--- src/rtl/segment_master.sv ---
// Avalon-MM master that sweeps eight encoded hex digits plus a blink mask into the
// seven-segment display slave. Optional SEGMENT_MASTER_DIFF_EN skips unchanged registers.
module segment_master #(
    parameter int unsigned REFRESH_DIV = 5000000
) (
    input  logic        clk,
    input  logic        reset,
    input  logic [31:0] digits_in,
    input  logic [7:0]  dp_in,
    input  logic [7:0]  blink_in,
    input  logic        update,
    output logic        busy,
    output logic        done,
    output logic [3:0]  master_address,
    output logic        master_write,
    output logic [7:0]  master_writedata,
    input  logic        master_waitrequest,
    output logic [1:0]  state_dbg
);

    typedef enum logic [1:0] {IDLE, SNAP, WRITE, DONE} state_t;

    // Handshake: a write completes on a cycle with master_write=1 and
    // master_waitrequest=0; until then address, data and write stay unchanged.

    state_t      state_q, state_n;
    logic [3:0]  index_q, index_n;
    logic        pending_q, pending_n;
    logic [31:0] refresh_cnt;
    logic        expiry;
    logic        trig;
    logic        accept;
    logic [31:0] shadow_digits;
    logic [7:0]  shadow_dp;
    logic [7:0]  shadow_blink;
    logic [7:0]  vals [0:8];
    logic [8:0]  dirty;
    logic [3:0]  start;
    logic [3:0]  nxt;
    logic        busy_n, done_n, write_n;
    logic [3:0]  addr_n;
    logic [7:0]  data_n;
`ifdef SEGMENT_MASTER_DIFF_EN
    logic [7:0]  cache [0:8];
    logic [8:0]  cache_valid;
`endif

    function automatic logic [7:0] enc(input logic [3:0] nib, input logic dp);
        logic [7:0] seg;
        seg = 8'hFF;
        case (nib)
            4'h0: seg = 8'hC0;
            4'h1: seg = 8'hF9;
            4'h2: seg = 8'hA4;
            4'h3: seg = 8'hB0;
            4'h4: seg = 8'h99;
            4'h5: seg = 8'h92;
            4'h6: seg = 8'h82;
            4'h7: seg = 8'hF8;
            4'h8: seg = 8'h80;
            4'h9: seg = 8'h90;
            4'hA: seg = 8'h88;
            4'hB: seg = 8'h83;
            4'hC: seg = 8'hC6;
            4'hD: seg = 8'hA1;
            4'hE: seg = 8'h86;
            4'hF: seg = 8'h8E;
            default: seg = 8'hFF;
        endcase
        if (dp) seg[7] = 1'b0;
        return seg;
    endfunction

    assign state_dbg = state_q;
    assign expiry    = (REFRESH_DIV != 0) && (refresh_cnt == REFRESH_DIV - 1);
    assign trig      = update || expiry;
    assign accept    = master_write && !master_waitrequest;

    // During SNAP the shadows are not yet loaded, so the first write is encoded from the inputs.
    always_comb begin
        for (int k = 0; k < 8; k++) begin
            vals[k] = (state_q == SNAP) ? enc(digits_in[4*k +: 4], dp_in[k])
                                        : enc(shadow_digits[4*k +: 4], shadow_dp[k]);
        end
        vals[8] = (state_q == SNAP) ? blink_in : shadow_blink;
    end

    always_comb begin
        for (int k = 0; k < 9; k++) begin
`ifdef SEGMENT_MASTER_DIFF_EN
            dirty[k] = !cache_valid[k] || (cache[k] != vals[k]);
`else
            dirty[k] = 1'b1;
`endif
        end
    end

    // Lowest register at or after start that still needs writing; 9 means none left.
    always_comb begin
        start = (state_q == SNAP) ? 4'd0 : index_q + 4'd1;
        nxt   = 4'd9;
        for (int k = 8; k >= 0; k--) begin
            if (4'(k) >= start && dirty[k]) nxt = 4'(k);
        end
    end

    always_comb begin
        state_n   = state_q;
        index_n   = index_q;
        pending_n = pending_q;
        done_n    = 1'b0;
        write_n   = master_write;
        addr_n    = master_address;
        data_n    = master_writedata;
        case (state_q)
            IDLE: begin
                if (trig || pending_q) begin
                    state_n   = SNAP;
                    pending_n = 1'b0;
                end
            end
            SNAP: begin
                if (trig) pending_n = 1'b1;
                if (nxt == 4'd9) begin
                    state_n = DONE;
                    done_n  = 1'b1;
                    write_n = 1'b0;
                    addr_n  = 4'd0;
                    data_n  = 8'hFF;
                end else begin
                    state_n = WRITE;
                    index_n = nxt;
                    write_n = 1'b1;
                    addr_n  = nxt;
                    data_n  = vals[nxt];
                end
            end
            WRITE: begin
                if (trig) pending_n = 1'b1;
                if (accept) begin
                    if (nxt == 4'd9) begin
                        state_n = DONE;
                        done_n  = 1'b1;
                        write_n = 1'b0;
                        addr_n  = 4'd0;
                        data_n  = 8'hFF;
                    end else begin
                        index_n = nxt;
                        addr_n  = nxt;
                        data_n  = vals[nxt];
                    end
                end
            end
            DONE: begin
                if (trig || pending_q) begin
                    state_n   = SNAP;
                    pending_n = 1'b0;
                end else begin
                    state_n = IDLE;
                end
            end
            default: state_n = IDLE;
        endcase
        busy_n = (state_n != IDLE);
    end

    always_ff @(posedge clk) begin
        if (!reset) begin
            state_q          <= IDLE;
            index_q          <= 4'd0;
            pending_q        <= 1'b0;
            busy             <= 1'b0;
            done             <= 1'b0;
            master_write     <= 1'b0;
            master_address   <= 4'd0;
            master_writedata <= 8'hFF;
            shadow_digits    <= 32'd0;
            shadow_dp        <= 8'd0;
            shadow_blink     <= 8'd0;
        end else begin
            state_q          <= state_n;
            index_q          <= index_n;
            pending_q        <= pending_n;
            busy             <= busy_n;
            done             <= done_n;
            master_write     <= write_n;
            master_address   <= addr_n;
            master_writedata <= data_n;
            if (state_q == SNAP) begin
                shadow_digits <= digits_in;
                shadow_dp     <= dp_in;
                shadow_blink  <= blink_in;
            end
        end
    end

`ifdef SEGMENT_MASTER_DIFF_EN
    always_ff @(posedge clk) begin
        if (!reset) begin
            cache_valid <= 9'd0;
            for (int k = 0; k < 9; k++) cache[k] <= 8'd0;
        end else if (accept) begin
            cache[master_address]       <= master_writedata;
            cache_valid[master_address] <= 1'b1;
        end
    end
`endif

    // Free-running refresh timer; it keeps counting through sweeps.
    always_ff @(posedge clk) begin
        if (!reset) begin
            refresh_cnt <= 32'd0;
        end else if (REFRESH_DIV == 0 || expiry) begin
            refresh_cnt <= 32'd0;
        end else begin
            refresh_cnt <= refresh_cnt + 32'd1;
        end
    end

endmodule

--- config.mk ---
export PLATFORM = sky130hd
export DESIGN_NAME = segment_master
export DESIGN_NICKNAME = d
export VERILOG_FILES = /design/src/rtl/segment_master.sv
export SDC_FILE = /design/constraint.sdc
export NUM_CORES = 1
export LEC_CHECK = 0
export BUFFER_PORTS_ARGS = -buffer_cell sky130_fd_sc_hd__buf_2
export CAP_MARGIN = 20
export CORE_MARGIN = 2
export CORE_UTILIZATION = 30
export CTS_CLUSTER_DIAMETER = 60
export DETAILED_ROUTE_END_ITERATION = 12
export SETUP_SLACK_MARGIN = 0.02
export SYNTH_ARGS = -nofsm -noshare
export SYNTH_HDL_FRONTEND = slang
export SYNTH_SLANG_ARGS = --single-unit
--- constraint.sdc ---
create_clock -name clk -period 6.9 [get_ports clk]
set_input_delay 0.69 -clock clk [delete_from_list [all_inputs] [get_ports clk]]
set_output_delay 0.69 -clock clk [all_outputs]
set_load 0.02 [all_outputs]
# Yosys cells after proc, flatten, opt, wreduce, memory -nomap -nowiden
# Memories as Yosys holds them, arrays and structs flattened. A register that Yosys moved wholly into a read port is not among the register bits.
# Index checks and enable logic that the tools add are counted.
[totals]
register_bits = 102
mem_bits_ro = 1792
out_inout_bits = 17
ramBits = 0
mem_count = 16
latchBits = 0
[mem_list]
columns = ["name", "depth", "word_bits", "rd", "rd_clocked_by_memory_dff", "write_ports", "line", "source"]
rows = [
  ["(name not given)", 16, 7, 1, 0, 0, "51", "case (nib)"],
  ["(name not given)", 16, 7, 1, 1, 0, "51", ""],
  ["(name not given)", 16, 7, 1, 0, 0, "51", ""],
  ["(name not given)", 16, 7, 1, 1, 0, "51", ""],
  ["(name not given)", 16, 7, 1, 0, 0, "51", ""],
  ["(name not given)", 16, 7, 1, 1, 0, "51", ""],
  ["10 more memories", "n/a", "n/a", "n/a", "n/a", "n/a", "n/a", ""],
]
[op_classes]
shifts = 0
add_sub_neg = 2
n_eq_ne = 9
multipliers = 0
n_bitwise = 2
mux = 79
div_mod_pow = 0
n_lt_le_gt_ge = 10
n_reduce_logical = 13
[ops]
columns = ["operator", "count"]
rows = [
  ["4-bit two-way mux", 29],
  ["8-bit two-way mux", 13],
  ["32-bit by 1-bit adder with 32-bit output (second input constant)", 1],
  ["8-bit binary-select mux with 4-bit select", 1],
  ["32-bit by 23-bit == test with 1-bit output (second input constant)", 1],
  ["1-bit two-way mux", 26],
  ["3-bit by 4-bit greater-or-equal comparator with 1-bit output (first input constant)", 4],
  ["4-bit one-hot mux with 2 select lines", 2],
  ["8-bit one-hot mux with 2 select lines", 1],
  ["1-bit by 4-bit greater-or-equal comparator with 1-bit output (first input constant)", 2],
  ["2-bit by 4-bit greater-or-equal comparator with 1-bit output (first input constant)", 2],
  ["2-bit one-hot mux with 4 select lines", 1],
  ["2-bit two-way mux", 3],
  ["1-bit one-hot mux with 2 select lines", 3],
  ["2-bit OR reduction", 3],
  ["5-bit greater-or-equal comparator (second input constant)", 1],
  ["4-bit inverter with 5-bit output", 1],
  ["4-bit by 1-bit adder with 4-bit output (second input constant)", 1],
  ["2-bit == test (second input constant)", 2],
  ["4-bit == test (second input constant)", 1],
  ["4-bit greater-or-equal comparator (first input constant)", 1],
  ["2-bit by 1-bit inequality test with 1-bit output (second input constant)", 2],
  ["2-bit inequality test (second input constant)", 2],
  ["2-bit AND reduction", 2],
  ["other kinds (8)", 10],
]

# Depth between registers and ports, before layout
[logic_depth]
ltp_word = 19
mapped_depth = 13
ltp_nobuf = 10

# Worst setup path after synthesis
# No wires, ideal clock.
[synth_path]
kind = "register -> register"
from = "register state_q[0] (netlist: state_dbg[0])"
to = "register with a tool-made name"
slack_ps = 4056
arrival_time_ps = 2710
synth_period_minus_slack_ps = 2844
path_buffers = 3
stages_incl_launch_ff = 11
setup_ps = 134
cell_sequence = "dfxtp_1 -> ha_1 -> buf_2 -> buf_2 -> buf_1 -> mux2i_1 -> nor2b_1 -> inv_1 -> ha_1 -> inv_1 -> mux4_2"
[synth_rtl]
columns = ["item", "line", "source"]
rows = [
  ["start: declaration", "26", "state_t state_q, state_n;"],
  ["start signal: assignment", "181", "state_q <= state_n;"],
]

==> flow_metrics.env <==
export IMPL_postSynthRegisterBits=158
export IMPL_yosysWarningCount=0
export IMPL_data_arrival_time_of_the_worst_path_ps=3570
export IMPL_drv_max_cap_violation_count=0
export IMPL_drive_gt1_share_pct=15.7
export IMPL_chipWidth_um=173
export IMPL_initial_utilization_pct=30.6
export IMPL_vdd_ir_drop_worst_mv=0.206
export IMPL_vias_in_the_first_global_route=6311
export IMPL_dp_cells=1371
export IMPL_crit_fanout=49
export IMPL_switching_share_pct=35.7
export IMPL_cts_buffer_depth=2
export IMPL_synth_area_leaders="sky130_fd_sc_hd__dfxtp_1 37%, sky130_fd_sc_hd__ha_1 10%, sky130_fd_sc_hd__mux2i_1 6.3%"
export IMPL_cts_setup_buffers=0
export IMPL_hp_class="flop to flop"
export IMPL_setup_violations=0
export IMPL_globalplace_congestion=0.869
export IMPL_critPathCaptureType="flop"
export IMPL_tightestPinTransition_ps=703
export IMPL_internal_power_w=0.00203
export IMPL_clock_sinks=158
export IMPL_die_area_um2=29800
export IMPL_drt_first_pass_iters=5
export IMPL_power_combinational_fraction_pct=33.0
export IMPL_syn_area_um2=8530
export IMPL_tritoncts="yes"
export IMPL_io_pins=69
export IMPL_min_period_ps=3260
export IMPL_grt_usage_pct=13.7
export IMPL_seq_area_frac_synth_pct=37.1
export IMPL_grt_antenna_before_repair=0
export IMPL_vias=6746
export IMPL_pin_count_of_the_biggest_net_entering_global_routing=50
export IMPL_outcome="finished, final reports clean"
export IMPL_place_detailed_hpwl_mm=15.1
export IMPL_net_count_reported_at_finish=1132
export IMPL_post_layout_nonfiller_instances=1403
export IMPL_global_route_wire_length_before_repair_mm=32.9
export IMPL_postSynthNetCount=1084
export IMPL_synth_common_cells="158 x sky130_fd_sc_hd__dfxtp_1, 102 x sky130_fd_sc_hd__nand2_1, 87 x sky130_fd_sc_hd__nor2_1"
export IMPL_drc_errors=0
export IMPL_static_leakage_power_nw=4.30
export IMPL_final_core_utilization_pct=35.0
export IMPL_yosys_most_used_dff="sky130_fd_sc_hd__dfxtp_1"
export IMPL_power_share_sequential_pct=36.6
export IMPL_synth_top_area_share_pct=37.1
export IMPL_timing_fmax_ghz=0.307
export IMPL_core_rowCount=61
export IMPL_worst_endpoint_required_ps=7210
export IMPL_synth_edff_count=0
export IMPL_areaGrowthSynthToFinish_pct=14.4
export IMPL_insertedDiodeCount=0
export IMPL_switchingPower_w=0.00112
export IMPL_clock_latency_ps=430
export IMPL_synthCells=964
export IMPL_slew_violations=0
export IMPL_clock_tree_htree_level_count=4
export IMPL_globalRouteOverflowTotal=0
export IMPL_synth_most_common_cell="sky130_fd_sc_hd__dfxtp_1"
export IMPL_design_core_area_um2=27900
export IMPL_detail_route_antenna_nets=0
export IMPL_post_synth_num_cell_types=65
export IMPL_postSynthAreaPerCell_um2=8.85
export IMPL_synth_largest_area_cell="sky130_fd_sc_hd__dfxtp_1"
export IMPL_fin_tns_setup_ps=0
export IMPL_final_design_area_no_fill_um2=9760
export IMPL_cts_root_buf="sky130_fd_sc_hd__clkbuf_16"
export IMPL_rsz0062_at_grt="false"
export IMPL_slew_headroom_pct=52.9
export IMPL_clock_power_share_pct=30.4
export IMPL_detail_route_wirelength_mm=20.5
export IMPL_critical_path_class="flop to flop"
export IMPL_final_routed_wire_length_divided_by_cell_count_um=14.6
export IMPL_dpl_instance_area_um2=9170
export IMPL_dr_first_iter_drc_count=466
export IMPL_timing_hold_violations_final=0
export IMPL_timing_final_crit_share_pct=47.3
export IMPL_power_density_cell_area_nw_per_um2=322
export IMPL_chipHeight_um=173
export IMPL_numPortBuffers=68
export IMPL_synth_async_sr_flop_share_pct=0
export IMPL_clk_transition_reported_paths_ps=70
export IMPL_via_per_inst=4.81
export IMPL_cts_buffers=17
export IMPL_cts_hold_buffers_added=0
export IMPL_cts_repair_resized=0
export IMPL_finClkSkew_ps=10.7
export IMPL_cp_start_kind="flop"
export IMPL_total_power_w=0.00315
path summary, 6_finish.rpt:
kind / from / to / slack (ps) / depth (start not counted)
max: state_dbg[0]$_SDFF_PN0_ / flop / 3640 / 8
min: refresh_cnt[0]$_SDFF_PP0_ / refresh_cnt[0]$_SDFF_PP0_ / 480 / 1
max reg2reg: state_dbg[0]$_SDFF_PN0_ / flop / 3640 / 8
min reg2reg: refresh_cnt[0]$_SDFF_PP0_ / refresh_cnt[0]$_SDFF_PP0_ / 480 / 1
through the flow:
step	hold slack [ps]	setup slack [ps]
final	484	3640
after global placement	465	3740
after detailed placement	470	3620
after floorplan	441	4060
after CTS	486	3610
after global routing	500	3390
worst max-delay path: stages, from the launching register on:
cell                      delay [ps]
sky130_fd_sc_hd__dfxtp_1         440
sky130_fd_sc_hd__ha_4            500
sky130_fd_sc_hd__buf_4           610
sky130_fd_sc_hd__mux2i_1         200
sky130_fd_sc_hd__nor2b_1         370
sky130_fd_sc_hd__inv_1           170
sky130_fd_sc_hd__ha_1            320
sky130_fd_sc_hd__inv_1            50
sky130_fd_sc_hd__mux4_2          450
power groups by stage:
stage               Clock (W)  Sequential, W  Combinational (W)
global route          0.00102        0.00117            0.00114
CTS                  0.000992        0.00115            0.00103
detailed placement          0        0.00117            0.00103
finish               0.000958        0.00115            0.00104
global placement            0        0.00117            0.00102
floorplan                   0        0.00116           0.000783
layout by cell type, fill, tap and decap left out, types with 17 or more instances in the layout:
cell type / n
sky130_fd_sc_hd__mux2_2: 38
sky130_fd_sc_hd__o22ai_1: 26
sky130_fd_sc_hd__clkbuf_16: 17
sky130_fd_sc_hd__ha_1: 67
sky130_fd_sc_hd__inv_1: 69
sky130_fd_sc_hd__a21oi_1: 30
sky130_fd_sc_hd__dfxtp_1: 158
sky130_fd_sc_hd__nor2b_1: 33
sky130_fd_sc_hd__nand3_1: 34
sky130_fd_sc_hd__buf_2: 68
sky130_fd_sc_hd__nand2_1: 102
sky130_fd_sc_hd__xor2_1: 19
sky130_fd_sc_hd__o21ai_0: 35
sky130_fd_sc_hd__nor2_1: 87
sky130_fd_sc_hd__a31oi_1: 17
sky130_fd_sc_hd__mux2i_1: 54
kinds of logic after synthesis:
| kind of cell | Yosys count | synth area share [%] |
|---|---|---|
| AND/OR/NAND/NOR | 326 | 18.3 |
| AO/OA/AOI/OAI | 173 | 13.3 |
| flip-flops | 158 | 37.1 |
| buffers and inverters | 111 | 5.54 |
| multiplexers | 96 | 12.4 |
| adder cells (fa/ha/maj) | 68 | 9.97 |
| XOR/XNOR | 32 | 3.37 |
metal layers:
metal,routed length (um),GRT usage [%]
met1,10500,19.1
met2,8890,20.9
met3,833,3.06
met4,331,4.27
met5,0,0
layout make-up:
type                    count  area, um2
repair buffers             70        355
fillers                  2888      18200
multi-input cells         695       4910
clock inverters            15        173
flip-flops and latches    158       3160
inverters                  70        263
clock buffers              17        425
well taps                 378        473
No activity file was read; power rests on OpenSTA's default activity.
